File: config.mk
export PLATFORM = sky130hd
export DESIGN_NAME = conv_coef_ctrl
export DESIGN_NICKNAME = d
export VERILOG_FILES = /design/src/rtl/conv_coef_ctrl_pkg.sv /design/src/rtl/conv_coef_ctrl_edge.sv /design/src/rtl/conv_coef_ctrl.sv
export SDC_FILE = /design/constraint.sdc
export NUM_CORES = 1
export LEC_CHECK = 0
export CAP_MARGIN = 40
export CORE_ASPECT_RATIO = 1.75
export CORE_MARGIN = 4
export CORE_UTILIZATION = 45
export CTS_BUF_LIST = sky130_fd_sc_hd__clkbuf_4 sky130_fd_sc_hd__clkbuf_8
export DETAILED_ROUTE_END_ITERATION = 8
export PLACE_DENSITY = 0.78
export SLEW_MARGIN = 20
export SYNTH_ARGS = -nofsm -noshare
export SYNTH_HDL_FRONTEND = slang
export SYNTH_SLANG_ARGS = --single-unit
File: constraint.sdc
create_clock -name clk -period 41 [get_ports clk]
set_input_delay 4.1 -clock clk [delete_from_list [all_inputs] [get_ports clk]]
set_output_delay 4.1 -clock clk [all_outputs]
set_load 0.005 [all_outputs]
File: src/rtl/conv_coef_ctrl_pkg.sv
// Shared constants and types for the convolution coefficient controller.
// Holds the kernel geometry, the register map, the FSM encoding and the identity kernel.
package conv_coef_ctrl_pkg;

  localparam int unsigned NTAP       = 25;
  localparam int unsigned CW         = 8;
  localparam int unsigned SW         = 4;
  localparam int unsigned AW         = 5;
  localparam int unsigned CNTW       = 8;
  localparam int unsigned KW         = NTAP * CW;
  localparam int unsigned ADDR_SHIFT = 25;
  localparam int unsigned CENTRE_TAP = 12;

  typedef enum logic [1:0] {
    ST_IDLE  = 2'd0,
    ST_ARMED = 2'd1,
    ST_SWAP  = 2'd2
  } state_t;

  // Pass-through kernel: centre tap = 1, all other taps 0.
  localparam logic [KW-1:0] IDENTITY_KERNEL = KW'(1) << (CENTRE_TAP * CW);

endpackage

File: src/rtl/conv_coef_ctrl_edge.sv
// Frame-edge detector: remembers the previous rx_vs activity and pulses
// for one cycle on the transition into the active level.
module conv_coef_ctrl_edge #(
  parameter bit VS_POL = 1'b1
) (
  input  logic clk,
  input  logic rst,
  input  logic rx_vs,
  output logic vs_edge_c
);

  logic vs_act_c;
  logic vs_hist;

  assign vs_act_c = (rx_vs == VS_POL);

  always_ff @(posedge clk or posedge rst) begin
    if (rst) vs_hist <= 1'b0;
    else     vs_hist <= vs_act_c;
  end

  assign vs_edge_c = vs_act_c & ~vs_hist;

endmodule

File: src/rtl/conv_coef_ctrl.sv
// Double-banked 5x5 kernel store: register writes land in the shadow bank,
// which is copied to the active bank only on a frame edge after a commit.
module conv_coef_ctrl
  import conv_coef_ctrl_pkg::*;
#(
  parameter bit VS_POL = 1'b1
) (
  input  logic            clk,
  input  logic            rst,
  input  logic            rx_vs,
  input  logic            cfg_wr,
  input  logic [AW-1:0]   cfg_addr,
  input  logic [CW-1:0]   cfg_data,
  input  logic            cfg_commit,
  output logic            cfg_ready,
  output logic            cfg_err,
  output logic            cfg_pending,
  output logic [KW-1:0]   coef_active,
  output logic [SW-1:0]   shift_active,
  output logic [CNTW-1:0] commit_cnt
);

  state_t          state, state_nxt;
  logic            vs_edge_c;
  logic            wr_coef_c, wr_shift_c, wr_bad_c, do_swap_c;
  logic [KW-1:0]   shadow;
  logic [SW-1:0]   shadow_shift;

  conv_coef_ctrl_edge #(.VS_POL(VS_POL)) u_edge (
    .clk       (clk),
    .rst       (rst),
    .rx_vs     (rx_vs),
    .vs_edge_c (vs_edge_c)
  );

  always_ff @(posedge clk or posedge rst) begin
    if (rst) state <= ST_IDLE;
    else     state <= state_nxt;
  end

  // Writes are only decoded in IDLE; a frame edge in IDLE is deliberately ignored.
  always_comb begin
    state_nxt  = state;
    wr_coef_c  = 1'b0;
    wr_shift_c = 1'b0;
    wr_bad_c   = 1'b0;
    do_swap_c  = 1'b0;
    case (state)
      ST_IDLE: begin
        if (cfg_wr) begin
          if (cfg_addr < AW'(ADDR_SHIFT))       wr_coef_c  = 1'b1;
          else if (cfg_addr == AW'(ADDR_SHIFT)) wr_shift_c = 1'b1;
          else                                  wr_bad_c   = 1'b1;
        end
        if (cfg_commit) state_nxt = ST_ARMED;
      end
      ST_ARMED: begin
        if (vs_edge_c) state_nxt = ST_SWAP;
      end
      ST_SWAP: begin
        do_swap_c = 1'b1;
        state_nxt = ST_IDLE;
      end
      default: state_nxt = ST_IDLE;
    endcase
  end

  // Status flags track the next state so they line up with the state register.
  always_ff @(posedge clk or posedge rst) begin
    if (rst) begin
      cfg_ready   <= 1'b1;
      cfg_pending <= 1'b0;
    end else begin
      cfg_ready   <= (state_nxt == ST_IDLE);
      cfg_pending <= (state_nxt != ST_IDLE);
    end
  end

  always_ff @(posedge clk or posedge rst) begin
    if (rst) begin
      shadow       <= IDENTITY_KERNEL;
      shadow_shift <= '0;
    end else begin
      for (int i = 0; i < NTAP; i++) begin
        if (wr_coef_c && (cfg_addr == AW'(i))) shadow[i*CW +: CW] <= cfg_data;
      end
      if (wr_shift_c) shadow_shift <= cfg_data[SW-1:0];
    end
  end

  // Active bank and commit bookkeeping change together in the single SWAP cycle.
  always_ff @(posedge clk or posedge rst) begin
    if (rst) begin
      coef_active  <= IDENTITY_KERNEL;
      shift_active <= '0;
      commit_cnt   <= '0;
      cfg_err      <= 1'b0;
    end else if (do_swap_c) begin
      coef_active  <= shadow;
      shift_active <= shadow_shift;
      commit_cnt   <= commit_cnt + CNTW'(1);
      cfg_err      <= 1'b0;
    end else if (wr_bad_c) begin
      cfg_err      <= 1'b1;
    end
  end

endmodule

==> results of run 1 <==
## metal layers
| metal | track usage | share of wire | vias to the layer above |
|---|---|---|---|
| li1 | - | - | 4880 |
| met1 | 0.246 | 0.38 | 5358 |
| met2 | 0.367 | 0.53 | 299 |
| met3 | 0.0396 | 0.048 | 98 |
| met4 | 0.0939 | 0.047 | 0 |
| met5 | 0 | 0 | - |
## registers in the layout, summed over array words and instances (netlist names)
signal	flops
cfg_ready	1
shadow_shift	4
commit_cnt	8
cfg_pending	1
u_edge.vs_hist	1
shadow	200
coef_active	200
cfg_err	1
state	2
shift_active	4
## report_power, final
group	switching, mW	leakage, nW	internal (mW)	total [mW]
Clock	0.150	0.640	0.181	0.331
Combinational	0.0849	4.00	0.122	0.207
Sequential	0.0488	5.70	0.495	0.544
Total	0.284	10.3	0.799	1.08
## path summary, 6_finish.rpt
| check | startpoint | end | slack, ps |
|---|---|---|---|
| max | rst | coef_active[96] | 34950 |
| min | u_edge.vs_hist | state[1] | 440 |
| max reg2reg | state[0] | coef_active[198] | 38820 |
| min reg2reg | u_edge.vs_hist | state[1] | 440 |
| max in group clk | cfg_ready | cfg_ready | 35200 |
| min in group asynchronous | rst | coef_active[183] | 3850 |
## worst register-to-register path, cell delays in order (launching register included)
cell     delay, ps
dfrtp_1        550
or2b_4         510
buf_4          740
nand2_1        200
nand2_1        110
## final cells by class
class                           count  area, sq um
Inverter                            2         15.0
Tap cell                          465          582
Clock inverter                     10          108
Sequential cell                   422        10600
Clock buffer                       86         1090
Fill cell                        2880        15100
Antenna cell                        1         2.50
Timing Repair Buffer              249         2540
Multi-Input combinational cell    882         5130
## kinds of logic after synthesis
kind of cell | synth area share
AND/OR/NAND/NOR | 0.171
adder cells (fa/ha/maj) | 0.000782
AO/OA/AOI/OAI | 0.000469
buffers and inverters | 0.0196
multiplexers | 0.144
XOR/XNOR | 0.00383
flip-flops | 0.660
## placed cells by master, fill, tap and decap left out, drive strengths merged
cell / netlist / final
nand2: 622 / 622
dfrtp: 419 / 419
clkdlybuf4s50: 0 / 225
mux2: 204 / 204
clkbuf: 53 / 86
buf: 21 / 24
nand4b: 9 / 9
nand3: 9 / 9
nor2: 8 / 8
xnor2: 7 / 7
clkinv: 0 / 7
nand4: 5 / 5
and4: 4 / 4
dfstp: 3 / 3
nor2b: 3 / 3
inv: 2 / 3
and4bb: 2 / 2
nor4bb: 2 / 2
and3: 2 / 2
bufinv: 0 / 2
diode: 0 / 1
or2b: 1 / 1
nor4b: 1 / 1
nor3: 1 / 1
o21a: 1 / 1
ha: 1 / 1
## stage by stage
| stage | utilization | setup slack, ps | cells | power [mW] |
|---|---|---|---|---|
| 6_report | 0.569 | 34950 | 2117 | 1.08 |
| 4_1_cts | 0.568 | 34660 | 2114 | 1.10 |
| 3_3_place_gp | 0.530 | 33840 | 2013 | 0.750 |
| 5_1_grt | 0.569 | 34680 | 2117 | 1.14 |
| 3_5_place_dp | 0.534 | 33990 | 2018 | 0.760 |
| 2_1_floorplan | - | 25160 | 1380 | 0.622 |
==> flow_summary_export.csv, run 1 <==
group,metric,value,unit
status,status,"completed",
detailed_routing,drc,0,
clock_tree,clockRootBuffer,"clkbuf_8",
critical_path,critPathMaxStageDelay,500,ps
critical_path,required,41720,ps
clock_tree,clk_pin_slew,70,ps
critical_path,crit_slowest_cell,"buf_4",
timing,period_share,0.148,
floorplanning,die_area,38800,sq um
global_route,antenna_found_initial,1,
clock_tree,cts_resized,0,
timing,rsz0062_at_grt,"no",
synthesis,yosys-top-cells-count,"620 x nand2_1, 419 x dfrtp_1, 204 x mux2_2",
synthesis,yosys-top-cells-area,"dfrtp_1 66%, nand2_1 15%, mux2_2 14%",
synthesis,synth_area,16000,sq um
timing,clock_skew,11.2,ps
cells_and_area,nets,1632,
timing,tightest_slew,837,ps
timing,hold-worst-slack,438,ps
clock_tree,cts_setup_buffers,0,
clock_tree,htreeDepth,2,
critical_path,cp_top_family,"buffers and inverters",
power,p_per_area,54.0,nW/um^2
timing,max_freq,0.165,GHz
cells_and_area,area_growth,25.2,%
detailed_routing,dr.pass1.iters,6,
floorplanning,coreArea,35200,sq um
global_route,grt_use_total,0.209,
synthesis,synth-main-ff-cell,"dfrtp_1",
critical_path,crit_cells,7,
critical_path,path_class,"in -> async",
critical_path,arrival,6780,ps
clock_tree,hold_buffers,0,
floorplanning,io-pin-count,233,
critical_path,crit_buf_inv,7,
timing,hold_viol_final,0,
timing,layout_min_cycle_time,6050,ps
clock_tree,cts_tree,"built",
timing,slew_headroom,0.442,
critical_path,cp-start-kind,"input pin",
critical_path,cp_max_fo,105,
clock_tree,cts.path.max_buffers,3,
floorplanning,die_height,257,microns
critical_path,ff2ff_path_depth,4,
timing,setup-tns-final,0,ps
detailed_routing,ant_nets,0,
critical_path,end_kind,"asynchronous set/reset pin",
detailed_routing,vias,10635,
clock_tree,cts_sinks,422,
synthesis,async_flop_share,1.00,
worst_hold_path,hold_depth,1,
synthesis,synth_area_per_cell,11.6,sq um
worst_hold_path,hp-class,"reg -> reg",
timing,finalSetupViolCount,0,
clock_tree,clk_latency,600,ps
placement,gp_congestion,0.818,
flow_run,maxCapViolCount,0,
cells_and_area,final_layout_size_suffix_gt1_frac,0.211,
synthesis,synth_edf_count,0,
global_route,grt_max_degree,106,
critical_path,path_cells,"clkdlybuf4s50_1, inv_8, buf_16, buf_4, buf_16, buf_4, buf_12",
synthesis,seq_area_frac_synth,0.660,
synthesis,yosysTopAreaCell,"dfrtp_1",
power,ir_drop,0.0000347,V
synthesis,synth_top_area_frac,0.655,
synthesis,synth_seq_cells,422,
synthesis,syn-num-nets,1399,
global_route,grt_overflow,0,
detailed_routing,post_drt_via_cell_ratio,5.02,
placement,place_area,18800,sq um
power,leakage,10.3,nW
synthesis,synth_warnings,0,
detailed_routing,drt-initial-drc-count,523,
placement,port_buffers,232,
cells_and_area,finalInstanceArea,20000,sq um
synthesis,synth.distinct_cells,29,
clock_tree,numCtsBuffers,56,
timing,report.final.slew_viol_count,0,
synthesis,yosysMostFrequentCell,"nand2_1",
placement,place_hpwl,25600,microns
detailed_routing,wirelength,39800,microns
floorplanning,rows,91,
detailed_routing,post_drt_wl_per_cell,18.8,microns
global_route,grt_pass1_vias,11114,
global_route,grt_pass1_wl,62800,microns
floorplanning,start_util,0.455,
floorplanning,fp.dieW,151,microns
synthesis,netlist_instances,1380,
Note: power is estimated with default switching activity, not from simulation.
==> run 2, diff against run 1 <==
- clock period: 41 -> 6.03 ns (I/O delays scaled with it)
==> run 2 against run 1 <==
Net effect: register-to-register slack got worse by 35000 ps; wire length decreased by 0.15%; sequential share of layout area grew 0.14 points; non-clock buffer count down 4; die area is the same; critical path type is now reg -> out; critical endpoint is now cfg_ready; largest cell class unchanged; largest power group unchanged.
==> flow_summary_export.csv, run 2 (same netlist as run 1, synthesis figures left out) <==
group,metric,value,unit
clock_tree,htreeDepth,2,
global_route,grt_pass1_wl,62800,microns
critical_path,crit_slowest_cell,"clkdlybuf4s50_1",
cells_and_area,finalInstanceArea,20000,sq um
clock_tree,cts_setup_buffers,0,
detailed_routing,drc,0,
critical_path,cp_top_family,"buffers and inverters",
placement,pre_cts_ws,3140,ps
power,switching_share,0.263,
critical_path,cp-start-kind,"flop",
detailed_routing,post_drt_via_cell_ratio,5.01,
timing,clock_skew,15.0,ps
clock_tree,cts_tree,"built",
clock_tree,clockRootBuffer,"clkbuf_8",
critical_path,required,5430,ps
detailed_routing,post_drt_wl_per_cell,18.8,microns
clock_tree,cts_sinks,422,
floorplanning,rows,91,
critical_path,path_class,"reg -> out",
cells_and_area,final_common_cell,"nand2_1",
floorplanning,die_area,38800,sq um
global_route,grt_overflow,0,
detailed_routing,wirelength,39700,microns
cells_and_area,nets,1630,
power,pwr-share-comb,0.192,
global_route,grt_pass1_vias,11198,
timing,finalSetupViolCount,0,
clock_tree,numCtsBuffers,58,
placement,port_buffers,232,
critical_path,crit_buf_inv,1,
power,p_seq_frac,0.503,
detailed_routing,dr.pass1.iters,5,
floorplanning,io-pin-count,233,
cells_and_area,final_layout_size_suffix_gt1_frac,0.210,
critical_path,end_kind,"output pin",
power,power.internal,5.41,mW
cells_and_area,top_regs,"coef_active: 200 flops, shadow: 200 flops, commit_cnt: 8 flops",
global_route,antenna_found_initial,1,
critical_path,critPathMaxStageDelay,580,ps
cells_and_area,area_growth,24.9,%
cells_and_area,postLayoutCoreUtil,0.568,
global_route,grt_use_total,0.209,
timing,max_freq,0.436,GHz
timing,report.final.slew_viol_count,0,
clock_tree,cts.path.max_buffers,3,
detailed_routing,drt-initial-drc-count,455,
timing,worst_slack,3740,ps
clock_tree,cts_resized,0,
timing,period_share,0.380,
timing,tightest_slew,831,ps
floorplanning,die_height,257,microns
worst_hold_path,hp-class,"in -> async",
power,ir_drop,0.000246,V
placement,place_hpwl,25500,microns
flow_run,maxCapViolCount,0,
detailed_routing,ant_nets,0,
global_route,grt_max_degree,201,
critical_path,path_cells,"clkdlybuf4s50_1",
status,status,"completed",
floorplanning,fp.dieW,151,microns
floorplanning,start_util,0.455,
critical_path,cp_max_fo,1,
timing,layout_min_cycle_time,2290,ps
power,p_per_area,367,nW/um^2
timing,rsz0062_at_grt,"no",
clock_tree,clk_latency,600,ps
timing,slew_headroom,0.446,
cells_and_area,mostFrequentLayoutCells,"620 x nand2_1, 419 x dfrtp_1, 225 x clkdlybuf4s50_1",
power,p_clk_frac,0.305,
clock_tree,hold_buffers,0,
placement,place_area,18700,sq um
power,leakage,10.3,nW
power,p_switching,1.93,mW
detailed_routing,vias,10595,
critical_path,arrival,1690,ps
clock_tree,clk_pin_slew,70,ps
timing,setup-tns-final,0,ps
timing,hold_viol_final,0,
timing,hold-worst-slack,398,ps
placement,gp_congestion,0.804,
floorplanning,coreArea,35200,sq um
==> run 2: path summary, 6_finish.rpt <==
check                                       end           start  slack, ps  cells past startpoint
max in group asynchronous       coef_active[90]             rst       4230                      4
worst min register to register         state[1]  u_edge.vs_hist        430                      1
worst min-delay path                shadow[123]             rst        400                      2
worst max register to register    commit_cnt[7]        state[1]       3780                      4
min in group clk                       state[1]  u_edge.vs_hist        430                      1
worst max-delay path                  cfg_ready       cfg_ready       3740                      1
==> run 2: layout make-up <==
class,count,area (sq um)
clock inverter,9,80.1
timing repair buffer,245,2490
inverter,2,11.3
tap,465,582
fill,2882,15200
multi-input combinational,882,5130
sequential,422,10600
antenna,1,2.50
clock buffer,89,1110
==> run 2: per-layer routing <==
metal	global-route usage	part of all wire
met1	0.248	0.38
met2	0.369	0.53
met3	0.0391	0.044
met4	0.0858	0.042
met5	0	0
==> run 2: stage by stage <==
stage,std cells,power [mW]
after floorplan,1380,4.23
after global placement,2011,5.09
final,2115,7.34
after global routing,2115,7.73
after CTS,2112,7.44
after detailed placement,2014,5.16
==> run 2: power groups by stage <==
stage	logic, mW	registers, mW	clock network, mW
3_5_place_dp	1.43	3.74	0
6_report	1.41	3.69	2.24
4_1_cts	1.43	3.69	2.31
3_3_place_gp	1.38	3.72	0
2_1_floorplan	0.543	3.69	0
5_1_grt	1.55	3.75	2.43
